## src/rtl/hazard_pkg.sv

```systemverilog
// Shared types and constants for the pipeline hazard controller.
package hazard_pkg;

  typedef enum logic {
    HZ_RUN  = 1'b0,
    HZ_HOLD = 1'b1
  } hz_state_e;

  localparam int REG_ZERO = 0;

  typedef logic [1:0] stall_t;
  localparam stall_t STALL_NONE = 2'd0;
  localparam stall_t STALL_ONE  = 2'd1;
  localparam stall_t STALL_TWO  = 2'd2;

  function automatic stall_t stall_max(input stall_t a, input stall_t b);
    return (a > b) ? a : b;
  endfunction

endpackage

```

## src/rtl/hazard_reg_match.sv

```systemverilog
// Source/destination register comparator; $zero never matches. Purely combinational.
module hazard_reg_match
  import hazard_pkg::*;
#(
  parameter int REG_W = 5
) (
  input  logic [REG_W-1:0] src_i,
  input  logic [REG_W-1:0] dst_i,
  input  logic             en_i,
  output logic             match_o
);

  assign match_o = en_i && (src_i == dst_i) && (src_i != REG_W'(REG_ZERO));

endmodule

```

## src/rtl/hazard_detection_unit.sv

```systemverilog
// Load-use / ID-branch stall and branch/jump flush control; outputs are 0-cycle combinational.
// A load feeding an ID branch stalls for two cycles via HOLD. Macro HAZARD_PERF_CNT_EN adds perf counters.
module hazard_detection_unit
  import hazard_pkg::*;
#(
  parameter int REG_W = 5,
  parameter int CNT_W = 32
) (
  input  logic             clk,
  input  logic             rst,
  input  logic [REG_W-1:0] ID_Rs,
  input  logic [REG_W-1:0] ID_Rt,
  input  logic             ID_UsesRt,
  input  logic             ID_Branch,
  input  logic             ID_BranchTaken,
  input  logic             ID_Jump,
  input  logic             ID_EX_MemRead,
  input  logic             ID_EX_RegWrite,
  input  logic [REG_W-1:0] ID_EX_WriteReg,
  input  logic             EX_MEM_MemRead,
  input  logic [REG_W-1:0] EX_MEM_WriteReg,
  output logic             PCWrite,
  output logic             IF_ID_Write,
  output logic             IF_ID_Flush,
  output logic             ID_EX_Bubble,
  output logic [CNT_W-1:0] StallCycles,
  output logic [CNT_W-1:0] FlushCount
);

  hz_state_e state_q;
  logic      rs_ex, rt_ex, rs_mem, rt_mem;
  logic      ex_hit, mem_hit;
  stall_t    need_load, need_br_ex, need_br_mem, need;
  logic      stall, flush;

  hazard_reg_match #(.REG_W(REG_W)) u_rs_ex  (.src_i(ID_Rs), .dst_i(ID_EX_WriteReg),  .en_i(1'b1),      .match_o(rs_ex));
  hazard_reg_match #(.REG_W(REG_W)) u_rt_ex  (.src_i(ID_Rt), .dst_i(ID_EX_WriteReg),  .en_i(ID_UsesRt), .match_o(rt_ex));
  hazard_reg_match #(.REG_W(REG_W)) u_rs_mem (.src_i(ID_Rs), .dst_i(EX_MEM_WriteReg), .en_i(1'b1),      .match_o(rs_mem));
  hazard_reg_match #(.REG_W(REG_W)) u_rt_mem (.src_i(ID_Rt), .dst_i(EX_MEM_WriteReg), .en_i(ID_UsesRt), .match_o(rt_mem));

  assign ex_hit  = rs_ex | rt_ex;
  assign mem_hit = rs_mem | rt_mem;

  // A branch needs a loaded value in ID, so the load must reach WB first: two bubbles.
  assign need_load   = (ID_EX_MemRead && ex_hit) ? (ID_Branch ? STALL_TWO : STALL_ONE) : STALL_NONE;
  assign need_br_ex  = (ID_Branch && ID_EX_RegWrite && !ID_EX_MemRead && ex_hit) ? STALL_ONE : STALL_NONE;
  assign need_br_mem = (ID_Branch && EX_MEM_MemRead && mem_hit) ? STALL_ONE : STALL_NONE;
  assign need        = (state_q == HZ_RUN)
                     ? stall_max(need_load, stall_max(need_br_ex, need_br_mem)) : STALL_NONE;

  assign stall = (state_q == HZ_HOLD) || (need != STALL_NONE);
  assign flush = !stall && ((ID_Branch && ID_BranchTaken) || ID_Jump);

  assign PCWrite      = !stall;
  assign IF_ID_Write  = !stall;
  assign ID_EX_Bubble = stall;
  assign IF_ID_Flush  = flush;

  always_ff @(posedge clk or posedge rst) begin
    if (rst) begin
      state_q <= HZ_RUN;
    end else if (state_q == HZ_RUN && need == STALL_TWO) begin
      state_q <= HZ_HOLD;
    end else begin
      state_q <= HZ_RUN;
    end
  end

`ifdef HAZARD_PERF_CNT_EN
  logic [CNT_W-1:0] stall_cnt_q, stall_cnt_d;
  logic [CNT_W-1:0] flush_cnt_q, flush_cnt_d;

  assign stall_cnt_d = stall_cnt_q + (stall ? CNT_W'(1) : CNT_W'(0));
  assign flush_cnt_d = flush_cnt_q + (flush ? CNT_W'(1) : CNT_W'(0));

  always_ff @(posedge clk or posedge rst) begin
    if (rst) begin
      stall_cnt_q <= '0;
      flush_cnt_q <= '0;
    end else begin
      stall_cnt_q <= stall_cnt_d;
      flush_cnt_q <= flush_cnt_d;
    end
  end

  assign StallCycles = stall_cnt_q;
  assign FlushCount  = flush_cnt_q;
`else
  assign StallCycles = '0;
  assign FlushCount  = '0;
`endif

endmodule

```

## config.mk

```make
export PLATFORM = sky130hd
export DESIGN_NAME = hazard_detection_unit
export DESIGN_NICKNAME = d
export VERILOG_FILES = /design/src/rtl/hazard_pkg.sv /design/src/rtl/hazard_reg_match.sv /design/src/rtl/hazard_detection_unit.sv
export SDC_FILE = /design/constraint.sdc
export NUM_CORES = 1
export LEC_CHECK = 0
export ABC_AREA = 1
export CAP_MARGIN = 20
export CORE_AREA = 2 2 44 86
export DETAILED_ROUTE_END_ITERATION = 8
export DIE_AREA = 0 0 46 88
export HOLD_SLACK_MARGIN = 0.05
export PLACE_DENSITY_LB_ADDON = 0.2
export SLEW_MARGIN = 20
export SYNTH_ARGS = -nofsm -noshare
export SYNTH_HDL_FRONTEND = slang
export SYNTH_HIERARCHICAL = 1
export SYNTH_SLANG_ARGS = --single-unit
```

## constraint.sdc

```tcl
create_clock -name clk -period 2.2 [get_ports clk]
set_input_delay 0.66 -clock clk [delete_from_list [all_inputs] [get_ports clk]]
set_output_delay 0.66 -clock clk [all_outputs]
set_load 0.05 [all_outputs]
```

==> impl_metrics.toml <==
[sta]
max_freq_ghz = 0.3919
setup_viol = 4
min_period_ps = 2551
finalHoldViolCount = 0
rsz0062_at_grt = "true"
period_share_pct = 116.0
fin_skew_ps = 0
finalWorstSetupSlack_ps = -351.5
slew_viol_final = 0
holdWs_ps = 471.3

[layout]
layout-drive-gt1-share_pct = 30.77
n_antenna_cell = 0
largestRegisters = "state_q x1"
largest_reg_flops = 1
nets = 252
top_register = "state_q"
layout_commonest_cell = "conb_1"
final_util_pct = 38.85
fin_area_um2 = 1313
areaGrowthSynthToFinish_pct = 29.99
most-common-layout-cells = "66 x conb_1, 41 x nand2_1, 18 x inv_1"

[synth]
synth_cell_types = 14
postSynthAreaPerCell_um2 = 5.458
yosysWarnings = 6
synth_area_leaders = "buf_4 48%, nand2_1 17%, inv_1 9.7%, nor2_1 6.3%, nand3_1 4.0%"
ys_seq_area_share_pct = 2.478
synth_top_area_share_pct = 48.33
synth_top_area_cell = "buf_4"
syn_inst = 185
ys_ff_latch = 1
syn_area_um2 = 1010

[drt]
wl_per_cell_um = 8.905
final_antenna_net_count = 0
totalWireLength_um = 2253
first_pass_iters = 4
first_iter_violations = 15
vias = 961
met2WireLength_um = 1318
viasPerCell = 3.798
wl_met3_um = 188
drc = 0
dr.max_layer_used = "met4"
wl_met1_um = 707

[power_and_ir_drop]
ir_worst_vdd_mv = 0.1478
power_per_cell_area_nw_per_um2 = 352.7
p_leak_nw = 0.7979

[placed_design]
numPortBuffers = 32
hpwl_um = 2004
place_congestion = 0.8596
placed_area_um2 = 1237

[worst_setup_path]
worstSetupPathType = "primary input to output port"
critPathArrivalTime_ps = 1890
end_kind = "output port"
crit_buf_inv = 4
r2r_slack_ps = 1640
critPathMaxFanout = 3
slowest_delay_ps = 200
crit_chain = "buf_8, buf_6, nand2_2, nand2_2, nor2_2, nand3_2, nor2_2, o21a_1, nor2_4, nand2_8, clkinvlp_4, buf_12"
crit_slowest_cell = "o21a_1"
crit_required_ps = 1540
path_delay_family = "simple AND/OR/NAND/NOR gates"
worst_setup_path_start_kind = "primary input"

[global_route]
grt_pass1_vias = 811
grt_usage_pct = 10.50
grt_pass1_wl_um = 3270
antenna_found_initial = 0
gr-total-overflow = 0
grt_start_max_net_pins = 7

[floorplan]
die_area_um2 = 4048
design.core.area_um2 = 3378
num_rows = 30
boundaryPins = 97
start_util_pct = 29.89
die-height_um = 88
die_w_um = 46

[outcome]
failed_checks = "negative setup slack"
status = "finished, violations left"

[clock_tree]
cts_setup_buffers = 0
path_clk_slew_ps = 0
clock_latency_ps = 0

[job]
cap_violations = 0

[hold_path]
worstHoldPathType = "flop to flop"
worst paths after layout:
kind / cells past startpoint / startpoint / endpoint
worst max register to register: 1 / state_q$_DFF_PP0_ / state_q$_DFF_PP0_
worst min register to register: 1 / state_q$_DFF_PP0_ / state_q$_DFF_PP0_
max in group asynchronous: 2 / rst / state_q$_DFF_PP0_
worst min-delay path: 1 / state_q$_DFF_PP0_ / state_q$_DFF_PP0_
min in group asynchronous: 2 / rst / state_q$_DFF_PP0_
worst max-delay path: 12 / ID_Rt[2] / IF_ID_Write
logic make-up after synthesis:
logic type	share of synthesized area, %
buffers and inverters	59.48
other	0.7438
and+or+nand+nor	29.62
xor gates and xnor gates	3.469
DFF	2.478
AOI/OAI and AO/OA	4.213
repair_timing:
| item | in CTS | in global routing |
|---|---|---|
| pin swaps | 33 | 7 |
| hold buffers | 0 | 0 |
| endpoints found under the setup margin | 5 | 4 |
| resized for setup | 123 | 12 |
| hold endpoints to repair | 0 | 0 |
cells in the mapped netlist:
master / instances
nand2_2: 1
inv_1: 26
buf_4: 65
conb_1: 2
a21oi_1: 5
o21a_1: 1
xnor2_1: 4
nor2_1: 17
inv_2: 4
o21ai_0: 2
nand2_1: 47
nor2_2: 2
nand3_1: 8
dfrtp_1: 1
layer usage:
metal	up-vias	GRT usage (%)
met2	60	20.58
li1	485	-
met5	-	0
met4	0	2.857
met3	4	0.2062
met1	412	11.33
layout make-up:
type | count | area [µm²]
flip-flops and latches | 1 | 25.02
inverters | 30 | 131.4
fillers | 413 | 2066
well taps | 32 | 40.04
multi-input cells | 153 | 729.5
repair buffers | 37 | 386.6
through the flow:
step,total power [mW],setup TNS [ps],std cells,setup slack (ps)
after floorplan,0.4272,-868.8,249,-387.7
after global placement,0.4421,-3304,253,-835.4
after detailed placement,0.4433,-3375,253,-844.8
after CTS,0.4523,-1393,253,-350.5
after global routing,0.4883,-1684,253,-459.6
final,0.4629,-1386,253,-351.5
report_power, final:
group	leakage [nW]	internal (mW)	switching, mW
clock	0	0	0
sequential	0.0139	0.0190	0.000232
combinational	0.784	0.102	0.341
No activity file was read; power rests on OpenSTA's default activity.
